### config.mk
export PLATFORM = sky130hd
export DESIGN_NAME = tone_synth_mc
export DESIGN_NICKNAME = d
export VERILOG_FILES = /design/src/rtl/tone_pkg.sv /design/src/rtl/tone_channel.sv /design/src/rtl/tone_synth_mc.sv
export SDC_FILE = /design/constraint.sdc
export NUM_CORES = 1
export LEC_CHECK = 0
export BUFFER_PORTS_ARGS = -buffer_cell sky130_fd_sc_hd__buf_2
export CAP_MARGIN = 20
export CORE_MARGIN = 3
export CORE_UTILIZATION = 50
export CTS_CLUSTER_SIZE = 12
export DETAILED_ROUTE_END_ITERATION = 10
export PLACE_DENSITY = 0.76
export SLEW_MARGIN = 10
export SYNTH_ARGS = -nofsm -noshare
export SYNTH_HDL_FRONTEND = slang
export SYNTH_HIERARCHICAL = 1
export SYNTH_SLANG_ARGS = --single-unit
### constraint.sdc
create_clock -name clk -period 12.05 [get_ports clk]
set_clock_uncertainty 0.15 [all_clocks]
set_input_delay 3.0125 -clock clk [delete_from_list [all_inputs] [get_ports clk]]
set_output_delay 3.0125 -clock clk [all_outputs]
set_load 0.01 [all_outputs]
### src/rtl/tone_pkg.sv
// Shared constants, types and helpers for the multi-channel square-wave tone generator.
package tone_pkg;

    localparam int TONE_BASE_W = 10;

    // Entry [0] is "do"; entries are base half-periods in tick units.
    localparam logic [11:0][TONE_BASE_W-1:0] TONE_TABLE = {
        10'h18B, 10'h1A3, 10'h1BB, 10'h1D6, 10'h1F2, 10'h20F,
        10'h22F, 10'h250, 10'h273, 10'h299, 10'h2C0, 10'h2EA
    };

    localparam logic [3:0] TONE_REST_MIN = 4'd12;

    typedef enum logic [1:0] {
        IDLE = 2'd0,
        PLAY = 2'd1,
        REST = 2'd2
    } ch_state_t;

    function automatic logic [5:0] popcount32(input logic [31:0] v);
        logic [5:0] n;
        n = 6'd0;
        for (int i = 0; i < 32; i++) begin
            n = n + {5'd0, v[i]};
        end
        return n;
    endfunction

endpackage

### src/rtl/tone_channel.sv
// One tone channel: note FSM, one-deep pending slot, half-period counter and duration counter.
module tone_channel
    import tone_pkg::*;
#(
    parameter int PRESCALE_W = 10,
    parameter int OCT_W      = 2,
    parameter int DUR_W      = 8
) (
    input  logic             clk,
    input  logic             resetN,
    input  logic             tick,
    input  logic             dur_tick,
    input  logic             note_valid,
    output logic             note_ready,
    input  logic [3:0]       note_tone,
    input  logic [OCT_W-1:0] note_octave,
    input  logic [DUR_W-1:0] note_dur,
    output logic             wave_out,
    output logic             busy,
    output logic             done
);

    ch_state_t            state_q, state_d;
    logic [PRESCALE_W-1:0] period_q, period_d;
    logic [PRESCALE_W-1:0] cnt_q, cnt_d;
    logic [DUR_W-1:0]      dur_q, dur_d;
    logic                  wave_q, wave_d;
    logic                  busy_q, busy_d;
    logic                  done_q, done_d;
    logic                  pend_valid_q, pend_valid_d;
    logic [3:0]            pend_tone_q, pend_tone_d;
    logic [OCT_W-1:0]      pend_oct_q, pend_oct_d;
    logic [DUR_W-1:0]      pend_dur_q, pend_dur_d;

    logic                  accept_s, active_s, expire_s, boundary_s, sustain_s;
    logic                  load_s, load_pend_s, keep_wave_s;
    logic [3:0]            ld_tone_s;
    logic [OCT_W-1:0]      ld_oct_s;
    logic [DUR_W-1:0]      ld_dur_s;

    function automatic logic [PRESCALE_W-1:0] calc_period(input logic [3:0] t,
                                                          input logic [OCT_W-1:0] o);
        logic [PRESCALE_W-1:0] p;
        if (t < TONE_REST_MIN) begin
            p = PRESCALE_W'(TONE_TABLE[t]) >> o;
        end else begin
            p = PRESCALE_W'(1);
        end
        if (p == {PRESCALE_W{1'b0}}) begin
            p = PRESCALE_W'(1);
        end else begin
            p = p;
        end
        return p;
    endfunction

    // Next-state: expiry beats period counting; sustained notes hand over at a half-period boundary.
    always_comb begin
        state_d      = state_q;
        period_d     = period_q;
        cnt_d        = cnt_q;
        dur_d        = dur_q;
        wave_d       = wave_q;
        done_d       = 1'b0;
        pend_valid_d = pend_valid_q;
        pend_tone_d  = pend_tone_q;
        pend_oct_d   = pend_oct_q;
        pend_dur_d   = pend_dur_q;
        load_s       = 1'b0;
        load_pend_s  = 1'b0;
        keep_wave_s  = 1'b0;

        accept_s   = note_valid && !pend_valid_q;
        active_s   = (state_q != IDLE);
        expire_s   = active_s && dur_tick && (dur_q == DUR_W'(1));
        boundary_s = (state_q == PLAY) && tick && (cnt_q == (period_q - PRESCALE_W'(1)));
        sustain_s  = active_s && (dur_q == {DUR_W{1'b0}});

        case (state_q)
            IDLE: begin
                if (accept_s) begin
                    load_s = 1'b1;
                end else begin
                    load_s = 1'b0;
                end
            end
            PLAY, REST: begin
                if (expire_s) begin
                    done_d = 1'b1;
                    if (pend_valid_q) begin
                        load_s      = 1'b1;
                        load_pend_s = 1'b1;
                    end else if (accept_s) begin
                        load_s = 1'b1;
                    end else begin
                        state_d = IDLE;
                        wave_d  = 1'b0;
                        cnt_d   = {PRESCALE_W{1'b0}};
                    end
                end else if (sustain_s && pend_valid_q && ((state_q == REST) || boundary_s)) begin
                    load_s      = 1'b1;
                    load_pend_s = 1'b1;
                    keep_wave_s = (state_q == PLAY);
                end else begin
                    if (dur_tick && !sustain_s) begin
                        dur_d = dur_q - DUR_W'(1);
                    end else begin
                        dur_d = dur_q;
                    end
                    if (boundary_s) begin
                        cnt_d  = {PRESCALE_W{1'b0}};
                        wave_d = !wave_q;
                    end else if ((state_q == PLAY) && tick) begin
                        cnt_d = cnt_q + PRESCALE_W'(1);
                    end else begin
                        cnt_d = cnt_q;
                    end
                    if (accept_s) begin
                        pend_valid_d = 1'b1;
                        pend_tone_d  = note_tone;
                        pend_oct_d   = note_octave;
                        pend_dur_d   = note_dur;
                    end else begin
                        pend_valid_d = pend_valid_q;
                    end
                end
            end
            default: begin
                state_d = IDLE;
                wave_d  = 1'b0;
            end
        endcase

        ld_tone_s = load_pend_s ? pend_tone_q : note_tone;
        ld_oct_s  = load_pend_s ? pend_oct_q  : note_octave;
        ld_dur_s  = load_pend_s ? pend_dur_q  : note_dur;

        if (load_s) begin
            state_d  = (ld_tone_s < TONE_REST_MIN) ? PLAY : REST;
            period_d = calc_period(ld_tone_s, ld_oct_s);
            cnt_d    = {PRESCALE_W{1'b0}};
            dur_d    = ld_dur_s;
            // A boundary handover keeps the edge it was due so the waveform stays continuous.
            wave_d   = (keep_wave_s && (ld_tone_s < TONE_REST_MIN)) ? !wave_q : 1'b0;
            if (load_pend_s) begin
                pend_valid_d = 1'b0;
            end else begin
                pend_valid_d = pend_valid_d;
            end
        end else begin
            state_d = state_d;
        end

        busy_d = (state_d != IDLE);
    end

    // Channel state registers.
    always_ff @(posedge clk or negedge resetN) begin
        if (!resetN) begin
            state_q      <= IDLE;
            period_q     <= {PRESCALE_W{1'b0}};
            cnt_q        <= {PRESCALE_W{1'b0}};
            dur_q        <= {DUR_W{1'b0}};
            wave_q       <= 1'b0;
            busy_q       <= 1'b0;
            done_q       <= 1'b0;
            pend_valid_q <= 1'b0;
            pend_tone_q  <= 4'd0;
            pend_oct_q   <= {OCT_W{1'b0}};
            pend_dur_q   <= {DUR_W{1'b0}};
        end else begin
            state_q      <= state_d;
            period_q     <= period_d;
            cnt_q        <= cnt_d;
            dur_q        <= dur_d;
            wave_q       <= wave_d;
            busy_q       <= busy_d;
            done_q       <= done_d;
            pend_valid_q <= pend_valid_d;
            pend_tone_q  <= pend_tone_d;
            pend_oct_q   <= pend_oct_d;
            pend_dur_q   <= pend_dur_d;
        end
    end

    assign note_ready = !pend_valid_q;
    assign wave_out   = wave_q;
    assign busy       = busy_q;
    assign done       = done_q;

endmodule

### src/rtl/tone_synth_mc.sv
// Multi-channel tone generator top: NUM_CH tone_channel instances plus the wave mixer.
// The mixer popcount is present only when TONE_SYNTH_MIX_EN is defined; otherwise mix_out is 0.
module tone_synth_mc
    import tone_pkg::*;
#(
    parameter int NUM_CH     = 2,
    parameter int PRESCALE_W = 10,
    parameter int OCT_W      = 2,
    parameter int DUR_W      = 8,
    localparam int MIX_W     = $clog2(NUM_CH + 1)
) (
    input  logic                      clk,
    input  logic                      resetN,
    input  logic                      tick,
    input  logic                      dur_tick,
    input  logic [NUM_CH-1:0]         note_valid,
    output logic [NUM_CH-1:0]         note_ready,
    input  logic [NUM_CH*4-1:0]       note_tone,
    input  logic [NUM_CH*OCT_W-1:0]   note_octave,
    input  logic [NUM_CH*DUR_W-1:0]   note_dur,
    output logic [NUM_CH-1:0]         wave_out,
    output logic [NUM_CH-1:0]         busy,
    output logic [NUM_CH-1:0]         done,
    output logic [MIX_W-1:0]          mix_out
);

    for (genvar g = 0; g < NUM_CH; g++) begin : g_ch
        tone_channel #(
            .PRESCALE_W (PRESCALE_W),
            .OCT_W      (OCT_W),
            .DUR_W      (DUR_W)
        ) u_ch (
            .clk         (clk),
            .resetN      (resetN),
            .tick        (tick),
            .dur_tick    (dur_tick),
            .note_valid  (note_valid[g]),
            .note_ready  (note_ready[g]),
            .note_tone   (note_tone[g*4 +: 4]),
            .note_octave (note_octave[g*OCT_W +: OCT_W]),
            .note_dur    (note_dur[g*DUR_W +: DUR_W]),
            .wave_out    (wave_out[g]),
            .busy        (busy[g]),
            .done        (done[g])
        );
    end

`ifdef TONE_SYNTH_MIX_EN
    logic [MIX_W-1:0] mix_q;

    // Registered count of channels currently driving high.
    always_ff @(posedge clk or negedge resetN) begin
        if (!resetN) begin
            mix_q <= {MIX_W{1'b0}};
        end else begin
            mix_q <= MIX_W'(popcount32(32'(wave_out)));
        end
    end

    assign mix_out = mix_q;
`else
    assign mix_out = {MIX_W{1'b0}};
`endif

endmodule

# Word level (Yosys, flattened, before mapping)
# Memories as Yosys holds them, arrays and structs flattened.
# Cells that the tools add are included.
# totals
reg_bits	96
mem_bits_ro	320
output_inout_bits	10
word_cells	228
n_memories	2
# memory_table
memory	words	word_bits	rd	rd_ports_with_merged_regs	wr	line_no	source
(name not given)	16	10	1	0	0	tone_channel.sv:45	p = PRESCALE_W'(TONE_TABLE[t]) >> o;
(name not given)	16	10	1	0	0	tone_channel.sv:45	
# op_classes
n_addsub	6
magnitude_cmp	4
n_eq_ne	28
n_shift	2
muxes	106
n_bitwise	4
reduce_logical	54
# op_table
op	n
10-bit two-way mux	24
8-bit two-way mux	12
1-bit two-way mux	50
2-bit two-way mux	12
10-bit by 1-bit adder with 10-bit output (second input constant)	2
10-bit equality test	2
1-bit logical AND	20
10-bit logical NOT	2
5-bit AND reduction	4
10-bit by 2-bit right shift with 10-bit output	2
10-bit by 1-bit subtractor with 10-bit output (second input constant)	2
8-bit by 1-bit equality test with 1-bit output (second input constant)	2
8-bit logical NOT	2
4-bit inequality test (second input constant)	4
4-bit AND reduction	4
2-bit nonzero test	8
8-bit by 1-bit subtractor with 8-bit output (second input constant)	2
3-bit inequality test (second input constant)	4
4-bit by 5-bit less-than comparator with 1-bit output (second input constant)	2
4-bit less-than comparator (second input constant)	2
4-bit two-way mux	2
2-bit by 1-bit inequality test with 1-bit output (second input constant)	4
4-bit by 1-bit inequality test with 1-bit output (second input constant)	2
4-bit by 2-bit inequality test with 1-bit output (second input constant)	2
12 further kinds	32

# Depth between registers and ports, before layout
# Gate-level depths: netlist of the first run.
# logic_depth
word_depth	16
depth_mapped	18

# Cells and area by module
# Netlist of the first run, hierarchy kept.
# by_module_without_submodules
module	n_inst	cells_per_inst	area_each_um2	seq_area_each_um2
tone_channel at g_ch[1].u_ch	1	423	3671.0	1201.2
tone_channel at g_ch[0].u_ch	1	372	3342.0	1201.2
tone_synth_mc	1	3	18.8	0.0

# Worst setup path before layout of the first run
# Ideal clock, no wire load.
# synth_path
kind	input to register
from	in tick
to	reg g_ch[1].u_ch.period_q[0]
setup_ns	0.126
arrival_ns	6.267
slack_ns	5.507
path_stages	14
cell_sequence	nand4_1 nor4_1 nand3_1 o31ai_2 buf_2 mux2_2 ha_1 clkbuf_1 nor2_1 o21ai_0 o21ai_0 a2111oi_0 a311oi_1 o32a_1
# synth_via
elab_chain_len	15
# synth_lines
item	line_no	source
start, declared	tone_synth_mc.sv:14	input logic tick,
1-bit logical AND (*) (2 in a row)	tone_channel.sv:76	boundary_s = (state_q == PLAY) && tick && (cnt_q == (period_q - PRESCALE_W'(1)));
1-bit logical OR (*)	tone_channel.sv:100	end else if (sustain_s && pend_valid_q && ((state_q == REST) || boundary_s)) begin
1-bit logical AND (*)	tone_channel.sv:100	
1-bit two-way mux (*)	tone_channel.sv:100	
1-bit two-way mux	tone_channel.sv:88	if (expire_s) begin
1-bit two-way mux	tone_channel.sv:79	case (state_q)
4-bit two-way mux	tone_channel.sv:134	ld_tone_s = load_pend_s ? pend_tone_q : note_tone;
memory read 16 x 10 bit	--	
10-bit two-way mux (implied by the code)	tone_channel.sv:45	
10-bit by 2-bit right shift with 10-bit output	tone_channel.sv:45	
10-bit two-way mux	tone_channel.sv:44	if (t < TONE_REST_MIN) begin
10-bit two-way mux	tone_channel.sv:138	if (load_s) begin
10-bit logical NOT	tone_channel.sv:49	if (p == {PRESCALE_W{1'b0}}) begin
10-bit two-way mux	tone_channel.sv:49	
end signal, assigned	tone_channel.sv:161	period_q <= {PRESCALE_W{1'b0}};
end signal, assigned	tone_channel.sv:173	period_q <= period_d;
end, declared	tone_channel.sv:24	logic [PRESCALE_W-1:0] period_q, period_d;
# Every way passes the cells marked *; elsewhere a longest branch is shown, timed or not. The select of a mux whose other input is x is not followed.
# A chain may end at the register's enable or synchronous reset.

# Final worst setup path of the first run
# Ends and elaborated chain as after synthesis.

==> results.md, run 1 <==
* Overall track demand over capacity in global routing at 20.75%
* Distinct cell type count after synthesis at 84
* Register bit count reported by yosys at 96
* Post-route DRC at 0
* Mapped Area at 0.007032 mm^2
* Placed wire-length estimate after detailed placement at 11390 um
* Capturing element type of the critical path: register
* Antenna cells at 0
* Vias/cell at 6.074
* Num ports at 44
* Number of buffers inserted by hold repair at cts at 0
* Max Clock Freq at 155.1 MHz
* Final Wtd Congestion at 0.9531
* Chip Height at 124.6 um
* Vias in the first global route at 5633
* Instance count of the mapped netlist at 798
* Data arrival time of the worst path at 6.54 ns
* Slew Limit Headroom at 31.12%
* Count of TritonRoute iterations in the first routing pass at 5
* CTS HTree Levels at 3
* Total overflow reported by the global router at 0
* Met3 layer wire length in the routed design at 955 um
* Filler-free cell count of the finished design at 998
* Worst-margin pin slew at 1.004 ns
* Top cell family by delay on the critical path: compound AO/OA/AOI/OAI gates
* Clock latency of the later-clocked register in the worst-skew pair at 0.36 ns
* Clock tree from TritonCTS: yes
* Final core utilization at 56.74%
* Clock buffer count from CTS at 9
* X dimension of the die at 124.6 um
* Routed length on met1 at 7740 um
* Starting Density at 52.07%
* Static leakage at 3.369 nW
* Longest Clk Path Bufs at 2
* Number of setup buffers added after CTS at 0
* Pins Over Slew Limit at 0
* Clock slew seen by the registers of the worst setup and hold paths at 0.07 ns
* Sort of element at the start of the critical path: primary input
* Peak fanout along the critical path at 17
* # Max-Cap Violations at 0
* RSZ-0062 raised after global routing: false
* Most frequent standard cell in the layout excluding fill and tap cells: dfrtp_1
* Largest net degree at the start of global routing at 84
* Total number of placement rows at 42
* Global-route wire length before repair at 27260 um
* Detailed-route wire length per cell at 16.06 um
* Sink Count at 96
* Number of buffers and inverters on the critical path at 3
* Number of enable-type register cells in the synthesized netlist at 0
* Port Buffers at 41
* Final non-filler cell area at 0.007662 mm^2
* Quantity of gates resized following cts at 0
* Warnings from Yosys at 6
* Worst supply voltage drop on vdd at 0.1121 mV
* Total area of multi-input combinational cells at 0.004315 mm^2
* Total length of routed wires at 16020 um
* Flip-flop cell with the highest count after synthesis: dfrtp_1
* Proportion of synthesized flip-flops having asynchronous set or reset at 100.0%
* Status: finished clean
* Total met2 wirelength after detailed routing at 7147 um
* Routed Antenna Nets at 0
* Clk Tree Root Cell: clkbuf_16
* Slowest library cell on the worst path: ha_1
* Violation count after the first detailed-route iteration at 476
* Final cycle utilization of the critical path at 53.50%
* Cell area power density at 188.1 mW/mm^2
* Die Area at 0.01552 mm^2
* Worst hold path type: register to register
* Longest individual stage delay on the worst path at 0.54 ns
* Top layer in use: met4
* Time the worst path needs with I/O delays and setup at 6.446 ns
* Number of cells in the design after placement at 980
* Class of the most critical setup path: primary input to register
* Number of antenna violations at the first check in global routing at 0
* Net total in the final layout at 877
* Count of endpoints failing hold in the final timing report at 0
* Final setup violation count at 0
* Seq. cell area at 0.002402 mm^2
* Final Total Pwr at 1.441 mW
* Part of the Yosys area used for sequential elements at 34.16%
* Area growth from synthesis to layout at 8.968%
* Required time of the critical path at 12.14 ns
* Via count of the routed design at 6062
* Post-synthesis area per instance at 8.812 um^2
* Layout cells sized above 1 at 15.69%
* Leading cell types in the layout, fill and taps excluded: dfrtp_1, nor2_1, nand2_1, o21ai_0, a21oi_1
* Placement-stage cell area at 0.007321 mm^2
* Filler cells at 1188
* Cell Chain, Critical Path: buf_2 > nand4_1 > nor4_1 > nand3_1 > o31ai_2 > buf_4 > mux2_2 > ha_1 > inv_1 > o2111ai_1 > o21ai_0 > a2111oi_0 > a311oi_1 > o32a_1
* Placeable core area at 0.01351 mm^2
* Total negative setup slack at 0 ns
## where the power goes
| part | internal, mW | total, mW | switching, mW |
|---|---|---|---|
| Sequential | 0.447 | 0.589 | 0.142 |
| Combinational | 0.255 | 0.555 | 0.299 |
| Clock | 0.163 | 0.297 | 0.135 |
| Total | 0.865 | 1.44 | 0.576 |
## per-layer routing
layer / track usage (%) / vias up
met1: 30.53 / 2883
met4: 6.254 / 0
met2: 31.01 / 195
met5: 0 / -
met3: 3.945 / 13
li1: - / 2971
## cells by family after synthesis
group | count (synthesis) | synth area share [%]
xor gates and xnor gates | 39 | 5.071
other | 1 | 0.05333
and+or+nand+nor | 272 | 19.54
buffers and inverters | 77 | 4.662
adders and majority gates | 26 | 4.626
muxes | 73 | 11.44
DFF | 96 | 34.16
AOI/OAI and AO/OA | 214 | 20.45
## final cells by class
class / count / area share (%)
Clock buffer: 9 / 2.939
Clock inverter: 7 / 1.012
Inverter: 36 / 1.796
Multi-Input combinational cell: 626 / 56.32
Sequential cell: 96 / 31.35
Tap cell: 176 / 2.874
Timing Repair Buffer: 48 / 3.707
## state kept, by name, indices dropped and copies added, names as in the netlist
signal                  flops
g_ch.u_ch/busy              2
g_ch.u_ch/state_q           4
g_ch.u_ch/pend_tone_q       8
g_ch.u_ch/period_q         20
g_ch.u_ch/cnt_q            20
g_ch.u_ch/pend_valid_q      2
g_ch.u_ch/pend_dur_q       16
g_ch.u_ch/done              2
g_ch.u_ch/dur_q            16
g_ch.u_ch/wave_out          2
g_ch.u_ch/pend_oct_q        4
## metrics by stage
step	hold WS, ns	worst slack (ns)
floorplan	0.3202	5.507
finish	0.3510	5.604
detailed placement	0.3400	5.281
CTS	0.3559	5.680
global route	0.3690	5.296
global placement	0.3337	5.408
## worst register-to-register path, cell delays in order (launching register included)
cell       delay [ns]
dfrtp_1          0.46
inv_1            0.10
ha_1             0.34
xor3_1           0.27
or4_4            0.42
a21boi_2         0.22
nor2_1           0.12
o31ai_2          0.27
buf_4            0.25
mux2_2           0.40
ha_1             0.54
inv_1            0.18
o2111ai_1        0.13
o21ai_0          0.10
a2111oi_0        0.34
a311oi_1         0.10
o32a_1           0.34
## path summary, 6_finish.rpt
path / from / end / slack (ns) / depth (start not counted)
hold reg to reg: g_ch[0].u_ch/period_q[9] / g_ch[0].u_ch/period_q[9] / 0.35 / 2
hold / removal: g_ch[0].u_ch/period_q[9] / g_ch[0].u_ch/period_q[9] / 0.35 / 2
setup / recovery: tick / g_ch[1].u_ch/period_q[0] / 5.60 / 14
setup reg to reg: g_ch[1].u_ch/period_q[0] / g_ch[1].u_ch/period_q[0] / 7.22 / 16
min in group asynchronous: resetN / g_ch[0].u_ch/cnt_q[2] / 2.35 / 1
max in group asynchronous: resetN / g_ch[1].u_ch/pend_dur_q[4] / 8.40 / 3
## cell usage after synthesis, drive strengths merged (8+ instances only)
master | instances | area (um^2)
nor2 | 67 | 251.5
inv | 36 | 137.6
nand2 | 63 | 236.5
dfrtp | 96 | 2402
nand4 | 10 | 62.56
xor2 | 17 | 148.9
mux2 | 40 | 454.2
a211oi | 10 | 75.07
xnor2 | 21 | 183.9
clkbuf | 25 | 93.84
nor3 | 19 | 100.1
nand3 | 31 | 155.2
buf | 16 | 96.33
mux2i | 33 | 350.3
nor4 | 10 | 77.57
o21ai | 66 | 330.3
and3 | 17 | 106.4
o31ai | 12 | 95.09
o22ai | 8 | 50.05
ha | 26 | 325.3
nand2b | 17 | 106.4
a21oi | 41 | 205.2
a31oi | 13 | 81.33
Power figures use the tool's default switching activity.
==> run 2: changes to the inputs <==
Clock period 12.05 ns to 6.02 ns, I/O delays scaled along.
==> run 2 against run 1 <==
Net effect:
- non-clock buffer count is 4 higher
- sequential share of layout area is 0.092 points lower
- cell area is 0.29% higher
- sequential cell count unchanged
- clock power up 100%
- critical path type unchanged
- largest power group unchanged
- highest routed layer unchanged
==> results.md, run 2 (same netlist as run 1, synthesis figures left out) <==
* Most frequent standard cell in the layout excluding fill and tap cells: dfrtp_1
* Number of buffers and inverters on the critical path at 2 (-1)
* Peak fanout along the critical path at 13 (-4)
* Starting Density at 52.07% (unchanged)
* Total overflow reported by the global router at 0 (unchanged)
* Final Wtd Congestion at 0.9075 (-4.8%)
* Clock slew seen by the registers of the worst setup and hold paths at 0.07 ns (about the same)
* Class of the most critical setup path: primary input to register
* Global-route wire length before repair at 27020 um (-0.88%)
* Clock buffer count from CTS at 9 (unchanged)
* Register-to-register setup slack at 1.20 ns (-6.02 ns)
* Logic depth of the worst register-to-register path at 15 (-1)
* Sort of element at the start of the critical path: primary input
* Leading cell types in the layout, fill and taps excluded: dfrtp_1, nor2_1, nand2_1, o21ai_0, a21oi_1
* Destination of the worst hold path: g_ch[0].u_ch/period_q[9]
* Status: finished clean
* Num ports at 44 (unchanged)
* Cell Chain, Critical Path: buf_2 > nand4_1 > nor4_1 > nand3_1 > o31ai_2 > mux2_2 > ha_1 > inv_1 > o2111ai_1 > o21ai_0 > a2111oi_0 > a311oi_1 > o32a_1
* Number of setup buffers added after CTS at 0 (unchanged)
* Vias/cell at 5.960 (-1.9%)
* Time the worst path needs with I/O delays and setup at 4.913 ns
* Pins Over Slew Limit at 0 (unchanged)
* Capturing element type of the critical path: register
* Number of buffers inserted by hold repair at cts at 0 (unchanged)
* Violation count after the first detailed-route iteration at 365 (-23%)
* Cell area power density at 377.4 mW/mm^2 (+100%)
* Final core utilization at 56.90% (+0.17 points)
* Longest Clk Path Bufs at 2 (unchanged)
* Longest individual stage delay on the worst path at 0.54 ns (about the same)
* Total length of routed wires at 15910 um (-0.69%)
* Placeable core area at 0.01351 mm^2 (unchanged)
* Slowest library cell on the worst path: ha_1
* Clk Tree Root Cell: clkbuf_16
* Via count of the routed design at 5972 (-1.5%)
* Static leakage at 3.388 nW (+0.56%)
* Sink Count at 96 (unchanged)
* Largest net degree at the start of global routing at 61 (-27%)
* Worst hold path type: register to register
* Clock latency of the later-clocked register in the worst-skew pair at 0.35 ns (about the same)
* Area growth from synthesis to layout at 9.288%
* Met3 layer wire length in the routed design at 900 um (-5.8%)
* Startpoint of the most critical register-to-register path: g_ch[1].u_ch/period_q[0]
* Placed wire-length estimate after detailed placement at 11490 um (+0.93%)
* Count of endpoints failing hold in the final timing report at 0 (unchanged)
* Total met2 wirelength after detailed routing at 7156 um (+0.13%)
* Final Total Pwr at 2.900 mW (+100%)
* Final setup violation count at 0 (unchanged)
* Hold path start: g_ch[0].u_ch/period_q[9]
* Worst hold stages at 2 (unchanged)
* Routed Antenna Nets at 0 (unchanged)
* Layout cells sized above 1 at 16.10% (+0.41 points)
* Data arrival time of the worst path at 5.00 ns (-1.54 ns)
* Die Area at 0.01552 mm^2 (unchanged)
* Number of antenna violations at the first check in global routing at 0 (unchanged)
* Largest registers: g_ch.u_ch/cnt_q (20), g_ch.u_ch/period_q (20)
* Post-route DRC at 0 (unchanged)
* Total number of placement rows at 42 (unchanged)
* Top layer in use: met4
* CTS HTree Levels at 3 (unchanged)
* Total negative setup slack at 0 ns (unchanged)
* Quantity of gates resized following cts at 0 (unchanged)
* Routed length on met1 at 7682 um (-0.75%)
* X dimension of the die at 124.6 um (unchanged)
* Overall track demand over capacity in global routing at 20.61% (-0.15 points)
* Clock tree from TritonCTS: yes
* Final cycle utilization of the critical path at 81.61%
* Worst-margin pin slew at 1.013 ns (+0.008601 ns)
* Max Clock Freq at 203.5 MHz
* Top cell family by delay on the critical path: compound AO/OA/AOI/OAI gates
* Count of TritonRoute iterations in the first routing pass at 5 (unchanged)
* Worst r2r dst: g_ch[1].u_ch/period_q[0]
* Net total in the final layout at 881 (+0.46%)
* Detailed-route wire length per cell at 15.88 um (-1.1%)
* Port Buffers at 41 (unchanged)
* Required time of the critical path at 6.11 ns (-6.03 ns)
* Vias in the first global route at 5546 (-1.5%)
* Slew Limit Headroom at 30.53% (-0.59 points)
* Chip Height at 124.6 um (unchanged)
* Antenna cells at 0 (unchanged)
* RSZ-0062 raised after global routing: false
* Worst supply voltage drop on vdd at 0.2636 mV (+140%)
* # Max-Cap Violations at 0 (unchanged)
[run 2: cell types whose count changed in the layout (fill, tap and decap cells not counted)]
cell | previous run | this run
clkbuf_8 | 0 | 1
clkinvlp_4 | 1 | 0
inv_8 | 0 | 1
buf_4 | 6 | 11
clkinv_4 | 2 | 3
inv_6 | 2 | 1
buf_16 | 1 | 0
clkinv_2 | 1 | 0
[run 2: routing by layer]
metal  global-route usage (%)  vias to the layer above
li1                         -                     2979
met5                        0                        -
met2                    31.65                      157
met4                    4.965                        0
met3                    4.803                       11
met1                    29.56                     2825
[run 2: cell type report]
cell class | count | area [um^2]
fillers | 1189 | 5821
multi-input cells | 626 | 4315
flip-flops and latches | 96 | 2402
repair buffers | 52 | 294.0
clock buffers | 10 | 239.0
well taps | 176 | 220.2
inverters | 36 | 137.6
clock inverters | 6 | 76.32
[run 2: where the power goes]
group	internal, mW	leakage (nW)	switching (mW)
logic	0.512	2.02	0.602
clock network	0.340	0.155	0.264
registers	0.896	1.21	0.287
[run 2: tightest hold or removal path: cells and delay by family (launching register included)]
family	cells	cell delay [ns]
flops	1	0.36
simple gates	1	0.05
compound gates	1	0.06
[run 2: worst max path at each step]
stage	from	to	cells after the start
after floorplan	tick	g_ch[1].u_ch/period_q[0]	14
after global placement	tick	g_ch[1].u_ch/period_q[0]	13
after detailed placement	tick	g_ch[1].u_ch/period_q[0]	13
after CTS	tick	g_ch[1].u_ch/period_q[0]	13
after global routing	tick	g_ch[1].u_ch/period_q[0]	13
final	tick	g_ch[1].u_ch/period_q[0]	13
[run 2: stage by stage]
stage	instances	hold WS (ns)	worst slack (ns)	instance area [um^2]
floorplan	799	0.3202	0.9844	7036
global placement	985	0.3350	0.9263	7358
detailed placement	985	0.3425	0.7429	7358
CTS	1001	0.3577	1.126	7674
global route	1002	0.3636	0.7648	7685
finish	1002	0.3498	1.107	7685
==> run 3: changes to the inputs <==
Clock period 6.02 ns to 4.8 ns, I/O delays scaled along.
==> run 3 against run 2 <==
Net effect:
- hold slack improved by 0.0065 ns
- clock power rose by 25%
- worst setup slack got worse by 0.82 ns
- sequential share of layout area down 0.35 points
- sequential power increased by 26%
- global-route usage rose by 0.57 points
- non-clock buffer count grew 11
- die area unchanged
- combinational power increased by 27%
==> results.md, run 3 (same netlist as run 1, synthesis figures left out) <==
* Port Buffers at 41 (unchanged)
* Worst hold path type: register to register
* Data arrival time of the worst path at 4.61 ns (-0.39 ns)
* Die Area at 0.01552 mm^2 (unchanged)
* Clock slew seen by the registers of the worst setup and hold paths at 0.07 ns (about the same)
* Total negative setup slack at 0 ns (unchanged)
* Final core utilization at 57.55% (+0.65 points)
* Clock tree from TritonCTS: yes
* Status: finished clean
* Final non-filler cell area at 0.007772 mm^2 (+1.1%)
* Most frequent standard cell in the layout excluding fill and tap cells: dfrtp_1
* Post-route DRC at 0 (unchanged)
* Class of the most critical setup path: register to register
* Total overflow reported by the global router at 0 (unchanged)
* Worst-margin pin slew at 0.9450 ns (-0.06804 ns)
* Largest net degree at the start of global routing at 66 (+8.2%)
* Vias in the first global route at 5878 (+6.0%)
* Total length of routed wires at 16440 um (+3.3%)
* Sort of element at the start of the critical path: register
* Slew Limit Headroom at 36.76% (+6.2 points)
* Detailed-route wire length per cell at 16.23 um (+2.2%)
* Final setup violation count at 0 (unchanged)
* Dominant cell type by count on the critical path: or4_4
* Cell Chain, Critical Path: or4_4 > or4_4 > a21boi_2 > nor2_1 > o31ai_2 > mux2_2 > ha_2 > inv_1 > o2111ai_1 > o21ai_0 > a2111oi_0 > a311oi_1 > o32a_1
* Pins Over Slew Limit at 0 (unchanged)
* Cell area power density at 469.9 mW/mm^2 (+24%)
* Clk Tree Root Cell: clkbuf_16
* Longest Clk Path Bufs at 2 (unchanged)
* X dimension of the die at 124.6 um (unchanged)
* Required time of the critical path at 4.89 ns (-1.22 ns)
* Violation count after the first detailed-route iteration at 456 (+25%)
* Sink Count at 96 (unchanged)
* Overall track demand over capacity in global routing at 21.17% (+0.57 points)
* Count of endpoints failing hold in the final timing report at 0 (unchanged)
* Area growth from synthesis to layout at 10.53%
* Slowest library cell on the worst path: or4_4
* Vias/cell at 6.034 (+1.2%)
* Number of antenna violations at the first check in global routing at 0 (unchanged)
* Placed wire-length estimate after detailed placement at 11750 um (+2.2%)
* Capturing element type of the critical path: register
* # Max-Cap Violations at 0 (unchanged)
* Global-route wire length before repair at 27910 um (+3.3%)
* Top cell family by delay on the critical path: compound AO/OA/AOI/OAI gates
* Worst supply voltage drop on vdd at 0.3080 mV (+17%)
* Clock buffer count from CTS at 9 (unchanged)
* Longest individual stage delay on the worst path at 0.58 ns (+0.04 ns)
* CTS HTree Levels at 3 (unchanged)
* Placeable core area at 0.01351 mm^2 (unchanged)
* RSZ-0062 raised after global routing: false
* Antenna cells at 0 (unchanged)
* Leading cell types in the layout, fill and taps excluded: dfrtp_1, nor2_1, nand2_1, o21ai_0, a21oi_1
* Number of buffers and inverters on the critical path at 1 (-1)
* Total number of placement rows at 42 (unchanged)
* Count of TritonRoute iterations in the first routing pass at 5 (unchanged)
* Final cycle utilization of the critical path at 94.03%
* Final Total Pwr at 3.652 mW (+26%)
* Chip Height at 124.6 um (unchanged)
* Starting Density at 52.07% (unchanged)
* Time the worst path needs with I/O delays and setup at 4.514 ns
* Clock latency of the later-clocked register in the worst-skew pair at 0.35 ns (about the same)
* Placement-stage cell area at 0.007448 mm^2 (+1.2%)
* Num ports at 44 (unchanged)
* Largest registers: g_ch.u_ch/cnt_q (20), g_ch.u_ch/period_q (20)
* Max Clock Freq at 221.6 MHz
* Layout cells sized above 1 at 17.56% (+1.5 points)
* Via count of the routed design at 6112 (+2.3%)
* Peak fanout along the critical path at 8 (-5)
* Final Wtd Congestion at 0.9275 (+2.2%)
* Routed Antenna Nets at 0 (unchanged)
* Static leakage at 3.429 nW (+1.2%)
* Net total in the final layout at 892 (+1.2%)
[run 3: cell types whose count changed in the layout (fill, tap and decap cells not counted), moves of 2 or more]
cell      change
ha_2          +2
clkinv_4      -2
ha_1          -2
buf_4        +12
[run 3: through the flow]
| stage | std cells | setup slack, ns | hold slack [ns] |
|---|---|---|---|
| 6_report | 1013 | 0.2863 | 0.3563 |
| 5_1_grt | 1013 | 0.05268 | 0.3670 |
| 4_1_cts | 1013 | 0.2466 | 0.3587 |
| 3_5_place_dp | 997 | 0.09457 | 0.3431 |
| 3_3_place_gp | 997 | 0.1929 | 0.3336 |
| 2_1_floorplan | 799 | 0.06938 | 0.3202 |
[run 3: final timing paths]
check                                            from                          end  slack (ns)  cells after the start
min in group asynchronous                      resetN        g_ch[0].u_ch/cnt_q[3]        0.81                      1
setup reg to reg             g_ch[1].u_ch/period_q[0]     g_ch[1].u_ch/period_q[0]        0.29                     13
setup / recovery             g_ch[1].u_ch/period_q[0]     g_ch[1].u_ch/period_q[0]        0.29                     13
hold reg to reg            g_ch[0].u_ch/pend_dur_q[7]   g_ch[0].u_ch/pend_dur_q[7]        0.36                      1
max in group asynchronous                      resetN  g_ch[1].u_ch/pend_tone_q[0]        2.93                      2
hold / removal             g_ch[0].u_ch/pend_dur_q[7]   g_ch[0].u_ch/pend_dur_q[7]        0.36                      1
[run 3: report_power, final]
group          total, mW  leakage, nW  switching (mW)  internal (mW)
registers           1.49         1.21           0.365           1.12
logic               1.41         2.07           0.758          0.653
clock network      0.753        0.147           0.329          0.423
total               3.65         3.43            1.45           2.20
[run 3: cell type report]
cell class,count,area [um^2]
timing repair buffer,63,372.9
fill,1203,5733
sequential,96,2402
inverter,36,137.6
multi-input combinational,626,4333
clock inverter,5,63.81
clock buffer,11,242.7
tap,176,220.2
[run 3: what timing repair did]
item / in CTS / in global routing
endpoints found under the setup margin: 0 / 2
gates resized for setup: 0 / 4
setup buffers: 0 / 0
hold buffers: 0 / 0
[run 3: worst reg2reg max path, cell delays in order, from the launching register on]
cell and delay, ns:
dfrtp_1 0.46, or4_4 0.58, or4_4 0.50, a21boi_2 0.21
nor2_1 0.10, o31ai_2 0.41, mux2_2 0.42, ha_2 0.44
inv_1 0.14, o2111ai_1 0.14, o21ai_0 0.13, a2111oi_0 0.29
a311oi_1 0.11, o32a_1 0.34
[run 3: layer usage]
layer  track usage, %  up-vias  share of wire [%]
li1                 -     3002                  -
met1            29.79     2913                 47
met2            33.27      168                 46
met3            3.045       29                4.9
met4            7.737        0                2.2
met5                0        -                  0
